--- config.mk ---
export PLATFORM = sky130hd
export DESIGN_NAME = flag_shadow_unit
export DESIGN_NICKNAME = d
export VERILOG_FILES = /design/src/rtl/flag_pkg.sv /design/src/rtl/intr_sync_edge.sv /design/src/rtl/flag_shadow_unit.sv
export SDC_FILE = /design/constraint.sdc
export NUM_CORES = 1
export LEC_CHECK = 0
export ABC_CLOCK_PERIOD_IN_PS = 1250
export BUFFER_PORTS_ARGS = -buffer_cell sky130_fd_sc_hd__buf_2
export CORE_MARGIN = 10
export CORE_UTILIZATION = 25
export CTS_CLUSTER_DIAMETER = 60
export DETAILED_ROUTE_END_ITERATION = 10
export PLACE_DENSITY = 0.46
export SLEW_MARGIN = 20
export SYNTH_ARGS = -nofsm -noshare
export SYNTH_HDL_FRONTEND = slang
export SYNTH_SLANG_ARGS = --single-unit
--- constraint.sdc ---
create_clock -name CLK -period 1.25 [get_ports CLK]
set_clock_uncertainty 0.2 [all_clocks]
set_input_delay 0.25 -clock CLK [delete_from_list [all_inputs] [get_ports CLK]]
set_output_delay 0.25 -clock CLK [all_outputs]
set_load 0.01 [all_outputs]
--- src/rtl/flag_pkg.sv ---
// Shared types and defaults for the flag/shadow unit and its interrupt front end.
package flag_pkg;

    typedef enum logic {NORMAL, ISR} isr_state_t;

    localparam int SYNC_STAGES_DEF = 2;

endpackage

--- src/rtl/intr_sync_edge.sv ---
// Multi-stage synchroniser for an asynchronous input followed by a rising-edge
// detector; edge_pulse is high for exactly one clock per synchronised 0->1.
module intr_sync_edge #(
    parameter int SYNC_STAGES = 2
) (
    input  logic CLK,
    input  logic RST,
    input  logic async_in,
    output logic edge_pulse
);

    logic [SYNC_STAGES-1:0] sync_q;
    logic                   prev_q;

    always_ff @(posedge CLK or posedge RST) begin
        if (RST) begin
            sync_q <= '0;
            prev_q <= 1'b0;
        end else begin
            sync_q <= {sync_q[SYNC_STAGES-2:0], async_in};
            prev_q <= sync_q[SYNC_STAGES-1];
        end
    end

    assign edge_pulse = sync_q[SYNC_STAGES-1] & ~prev_q;

endmodule

--- src/rtl/flag_shadow_unit.sv ---
// Architectural C/Z flags with interrupt shadow copies, interrupt enable,
// pending-interrupt latch and the NORMAL/ISR service state.
module flag_shadow_unit
    import flag_pkg::*;
#(
    parameter int   SYNC_STAGES = SYNC_STAGES_DEF,
    parameter logic IE_RESET    = 1'b0
) (
    input  logic CLK,
    input  logic RST,
    input  logic C_IN,
    input  logic Z_IN,
    input  logic FLG_C_LD,
    input  logic FLG_C_SET,
    input  logic FLG_C_CLR,
    input  logic FLG_Z_LD,
    input  logic SEI,
    input  logic CLI,
    input  logic INTR,
    input  logic INT_ACK,
    input  logic RETIE,
    output logic C_FLAG,
    output logic Z_FLAG,
    output logic SHAD_C,
    output logic SHAD_Z,
    output logic IE_FLAG,
    output logic INT_REQ,
    output logic IN_ISR
);

    isr_state_t state_q, state_d;
    logic       c_q, z_q, shad_c_q, shad_z_q, ie_q, pend_q, req_q;
    logic       c_d, z_d, shad_c_d, shad_z_d, ie_d, pend_d;
    logic       ack_acc, ret_acc, intr_edge;

    intr_sync_edge #(.SYNC_STAGES(SYNC_STAGES)) u_sync (
        .CLK        (CLK),
        .RST        (RST),
        .async_in   (INTR),
        .edge_pulse (intr_edge)
    );

    always_ff @(posedge CLK or posedge RST) begin
        if (RST) state_q <= NORMAL;
        else     state_q <= state_d;
    end

    always_comb begin
        ack_acc = INT_ACK && (state_q == NORMAL);
        ret_acc = RETIE && (state_q == ISR);
        state_d = state_q;
        if (ret_acc)      state_d = NORMAL;
        else if (ack_acc) state_d = ISR;
    end

    always_comb begin
        c_d      = c_q;
        z_d      = z_q;
        shad_c_d = shad_c_q;
        shad_z_d = shad_z_q;
        ie_d     = ie_q;
        if (FLG_C_CLR)      c_d = 1'b0;
        else if (FLG_C_SET) c_d = 1'b1;
        else if (FLG_C_LD)  c_d = C_IN;
        if (FLG_Z_LD)       z_d = Z_IN;
        // Shadows take the post-write values so a flag update in the ack cycle survives.
        if (ack_acc) begin
            shad_c_d = c_d;
            shad_z_d = z_d;
        end
        if (ret_acc) begin
            c_d = shad_c_q;
            z_d = shad_z_q;
        end
        if (ret_acc)      ie_d = 1'b1;
        else if (ack_acc) ie_d = 1'b0;
        else if (CLI)     ie_d = 1'b0;
        else if (SEI)     ie_d = 1'b1;
        // A new edge wins over the clear so it is never lost; a colliding RETIE keeps pending.
        pend_d = intr_edge | (pend_q & ~(INT_ACK & ~ret_acc));
    end

    always_ff @(posedge CLK or posedge RST) begin
        if (RST) begin
            c_q      <= 1'b0;
            z_q      <= 1'b0;
            shad_c_q <= 1'b0;
            shad_z_q <= 1'b0;
            ie_q     <= IE_RESET;
            pend_q   <= 1'b0;
            req_q    <= 1'b0;
        end else begin
            c_q      <= c_d;
            z_q      <= z_d;
            shad_c_q <= shad_c_d;
            shad_z_q <= shad_z_d;
            ie_q     <= ie_d;
            pend_q   <= pend_d;
            req_q    <= pend_q & ie_q & (state_q != ISR);
        end
    end

    assign C_FLAG  = c_q;
    assign Z_FLAG  = z_q;
    assign SHAD_C  = shad_c_q;
    assign SHAD_Z  = shad_z_q;
    assign IE_FLAG = ie_q;
    assign INT_REQ = req_q;
    assign IN_ISR  = (state_q == ISR);

endmodule
Word-level counts from Yosys, hierarchy flattened
Cells that the tools add are included.
{"block": "op_classes", "add_sub_neg": 0, "multipliers": 0, "div_mod_pow": 0, "order_cmp": 0, "n_eq_ne": 0, "shift": 0, "muxes": 12, "n_bitwise": 10, "reduce_logical": 4}
{"operator": "1-bit two-way mux", "count": 12}
{"operator": "1-bit bitwise AND", "count": 5}
{"operator": "1-bit NOT", "count": 4}
{"operator": "4-bit nonzero test", "count": 1}
{"operator": "1-bit logical AND", "count": 2}
{"operator": "2-bit nonzero test", "count": 1}
{"operator": "1-bit OR", "count": 1}
{"block": "word_totals", "register_bits": 11, "latchBits": 0, "ramBits": 0, "mem_bits_ro": 0, "out_inout_bits": 7, "wordCells": 36, "memories": 0}

Logic depth before layout (Yosys ltp)
{"block": "depth", "word_depth": 6, "ltp_mapped": 3, "mapped_depth_nobuf": 3}

Modules after synthesis
From an unflattened synthesis, not the netlist that was laid out.
{"block": "hier_totals", "cells_unflattened": 37, "area_unflattened_um2": 441.7}
{"mod": "flag_shadow_unit", "instances": 1, "cells_each": 32, "area_each_um2": 349.1}
{"mod": "intr_sync_edge", "instances": 1, "cells_each": 5, "area_each_um2": 92.6}

Least setup slack after synthesis
No wires, ideal clock.
{"block": "synth_timing", "path_type": "register to register", "from": "register c_q (netlist: C_FLAG)", "to": "register c_q (netlist: C_FLAG)", "setup_time_ns": 0.132, "arrival_time_ns": 0.811, "t_required_ns": 0.918, "path_slack_ns": 0.107, "path_stages_with_launch": 4, "path_buffers": 0, "path_cell_list": "dfrtp_1 nor2b_1 a211oi_2 o21ai_0"}
{"block": "synth_between", "elab_chain_cells": 4}
{"item": "start, declared", "line": "flag_shadow_unit.sv:32", "rtl": "logic c_q, z_q, shad_c_q, shad_z_q, ie_q, pend_q, req_q;"}
{"item": "start signal, assigned", "line": "flag_shadow_unit.sv:85", "rtl": "c_q <= 1'b0;"}
{"item": "start signal, assigned", "line": "flag_shadow_unit.sv:93", "rtl": "c_q <= c_d;"}
{"item": "1-bit two-way mux", "line": "flag_shadow_unit.sv:64", "rtl": "else if (FLG_C_LD) c_d = C_IN;"}
{"item": "1-bit two-way mux", "line": "flag_shadow_unit.sv:63", "rtl": "else if (FLG_C_SET) c_d = 1'b1;"}
{"item": "1-bit two-way mux", "line": "flag_shadow_unit.sv:62", "rtl": "if (FLG_C_CLR) c_d = 1'b0;"}
{"item": "1-bit two-way mux", "line": "flag_shadow_unit.sv:71", "rtl": "if (ret_acc) begin"}
{"item": "named net c_d", "line": "flag_shadow_unit.sv:33", "rtl": "logic c_d, z_d, shad_c_d, shad_z_d, ie_d, pend_d;"}
The timed path passes the listed nets, and every way through them passes these cells.
A chain may end at the register's enable or synchronous reset.

Final worst setup path
{"block": "layout_timing", "from": "register state_q (netlist: IN_ISR)", "to": "output IN_ISR"}
{"item": "start, declared", "line": "flag_shadow_unit.sv:31", "rtl": "isr_state_t state_q, state_d;"}
{"item": "start signal, assigned", "line": "flag_shadow_unit.sv:45", "rtl": "else state_q <= state_d;"}
{"item": "end, declared", "line": "flag_shadow_unit.sv:28", "rtl": "output logic IN_ISR"}
No word-level cell between the ends.

==> results.py <==
metrics = {
    "synth": {
        "ys_seq_elements": 11,
        "synth_top_area_frac": 0.643,
        "syn-num-nets": 49,
        "synth_area_leaders": "dfrtp_1 (64%), o21ai_0 (3.5%), nand2_1 (3.5%), nand2b_4 (3.2%), a211oi_2 (2.9%)",
        "netlist_instances": 36,
        "synth.yosys.warnings": 0,
        "synth.avg_cell_area_um2": 11.9,
        "synth_cell_types": 17,
        "seq_area_frac_synth": 0.643,
        "synth_area_leader_cell": "dfrtp_1",
        "netlist_area_um2": 428,
    },
    "die": {
        "dieArea_um2": 3770,
        "fp.dieH_um": 61.4,
        "ios": 20,
        "die_w_um": 61.4,
        "rows": 14,
        "initial_utilization": 0.274,
        "core_area_um2": 1560,
    },
    "cells_and_area": {
        "num_antenna_cells": 0,
        "final_util": 0.413,
        "drive_above_1_share": 0.455,
        "instances_no_fill": 82,
        "layout_commonest_cell": "buf_2",
        "final_cell_mix": "buf_2 (17), dfrtp_1 (11), buf_4 (4)",
        "final_net_count": 80,
        "area_growth_syn_to_layout_pct": 50.6,
    },
    "power": {
        "ir_worst_vdd_uv": 644,
        "p_per_area_nw_per_um2": 1390,
        "p_total_uw": 896,
        "p_leak_nw": 0.340,
    },
    "clock_tree": {
        "clock_latency_ns": 0.26,
        "clk_pin_slew_ns": 0.07,
        "cts-htree-levels": 1,
        "cts_buffers": 3,
        "cts_tree": "done",
        "cts_sinks": 11,
        "clock_path_buffers": 2,
        "root_buffer": "clkbuf_4",
    },
    "drt": {
        "vias": 355,
        "drtPass1Iterations": 4,
        "wl_per_cell_um": 11.9,
        "viasPerCell": 4.33,
        "ant_nets": 0,
        "routed_wl_um": 977,
        "drt-initial-drc-count": 5,
        "drc": 0,
    },
    "global_routing": {
        "grt_pass1_wl_um": 1610,
        "grt-ovfl-total": 0,
        "first_global_vias": 399,
        "antenna_found_initial": 0,
        "grt_max_degree": 12,
        "grt_use_total": 0.0569,
    },
    "timing": {
        "finalHoldViolations": 0,
        "layout_min_cycle_time_ns": 1.24,
        "tightest_slew_ns": 0.406,
        "slew_violations": 0,
        "fin_crit_sh": 0.995,
        "grt_setup_unrepaired": "yes",
        "fmax_mhz": 804,
        "finalSetupViolations": 0,
        "worst_slack_ns": 0.00585,
        "timing.slew.headroom": 0.729,
    },
    "setup_path": {
        "critPathTopFamily": "flip-flops",
        "max_stage_delay_ns": 0.39,
        "worst-path-buf-inv": 1,
        "endpoint_kind": "output port",
        "worst_setup_path_start_kind": "flop",
        "critPathKind": "flop to output port",
        "cp_slowest_cell": "dfrtp_1",
        "arrival_ns": 0.79,
        "critical_path_required_ns": 0.80,
        "path_cells": "buf_2",
        "crit_fanout": 2,
    },
    "place": {
        "hpwlAfterDp_um": 766,
        "port_buffers": 19,
        "gp_congestion": 0.695,
        "placed_cells": 71,
        "pre_cts_ws_ns": 0.0850,
    },
    "min_path": {
        "hp-class": "input port to flop",
    },
    "run_status": {
        "status": "finished, final reports clean",
    },
    "flow_run": {
        "maxCapViolCount": 0,
    },
}
[through the flow]
step	area [um^2]	hold WS, ns	TNS [ns]
global placement	543	0.0618	0
global route	644	0.0410	-0.0864
floorplan	428	-0.0976	0
CTS	629	0.00817	-0.000901
finish	644	0.0327	0
detailed placement	543	0.0677	0
[flip-flops by register name (all words and copies together) (netlist names)]
register       flops
IN_ISR             1
SHAD_Z             1
C_FLAG             1
Z_FLAG             1
IE_FLAG            1
pend_q             1
SHAD_C             1
u_sync.prev_q      1
INT_REQ            1
u_sync.sync_q      2
[metal layers]
| layer | vias to the layer above | wire length [um] | track usage |
|---|---|---|---|
| met5 | - | 0 | 0 |
| met3 | 0 | 95 | 0.0329 |
| met1 | 160 | 466 | 0.0700 |
| met2 | 14 | 415 | 0.0769 |
| li1 | 181 | - | - |
| met4 | 0 | 0 | 0.0287 |
[final cells by class]
| class | count | area (um^2) |
|---|---|---|
| clock buffer | 4 | 26.3 |
| fill | 161 | 915 |
| inverter | 3 | 11.3 |
| multi-input combinational | 22 | 144 |
| sequential | 11 | 275 |
| tap | 16 | 20.0 |
| timing repair buffer | 26 | 168 |
[report_power, final]
group	leakage [nW]	internal [mW]	switching [mW]
Clock	0.0150	0.123	0.112
Combinational	0.191	0.127	0.106
Sequential	0.134	0.403	0.0233
Total	0.340	0.653	0.242
[kinds of logic after synthesis]
kind of cell	count (synthesis)	synth area share
AOI/OAI and AO/OA	8	0.146
and+or+nand+nor	13	0.161
DFF	11	0.643
muxes	1	0.0234
buffers and inverters	3	0.0263
[cell usage after synthesis, drive strengths merged]
| master | n |
|---|---|
| a22o | 1 |
| mux2i | 1 |
| a21oi | 1 |
| a211oi | 1 |
| o21ai | 3 |
| nor2b | 1 |
| dfrtp | 11 |
| o22a | 1 |
| inv | 3 |
| nand2 | 4 |
| nor3 | 1 |
| nand2b | 2 |
| o31ai | 1 |
| and3 | 1 |
| nand3 | 1 |
| nor2 | 3 |
[what timing repair did]
action | in CTS | in global routing
gates cloned | 0 | 0
buffers inserted | 4 | 0
setup endpoints to repair | 4 | 8
resized for setup | 0 | 4
hold endpoints to repair | 13 | 0
hold buffers | 3 | 0
[final timing paths]
check,slack [ns],cells past startpoint,start,endpoint
setup / recovery,0.006,1,IN_ISR$_DFFE_PP0P_,IN_ISR
min in group asynchronous,0.31,3,RST,Z_FLAG$_DFF_PP0_
hold reg to reg,0.15,0,u_sync.sync_q[0]$_DFF_PP0_,u_sync.sync_q[1]$_DFF_PP0_
hold / removal,0.03,2,RETIE,IN_ISR$_DFFE_PP0P_
setup reg to reg,0.06,4,IE_FLAG$_DFFE_PP0P_,IE_FLAG$_DFFE_PP0P_
max in group asynchronous,0.25,3,RST,u_sync.sync_q[0]$_DFF_PP0_
No activity file was read; power rests on OpenSTA's default activity.
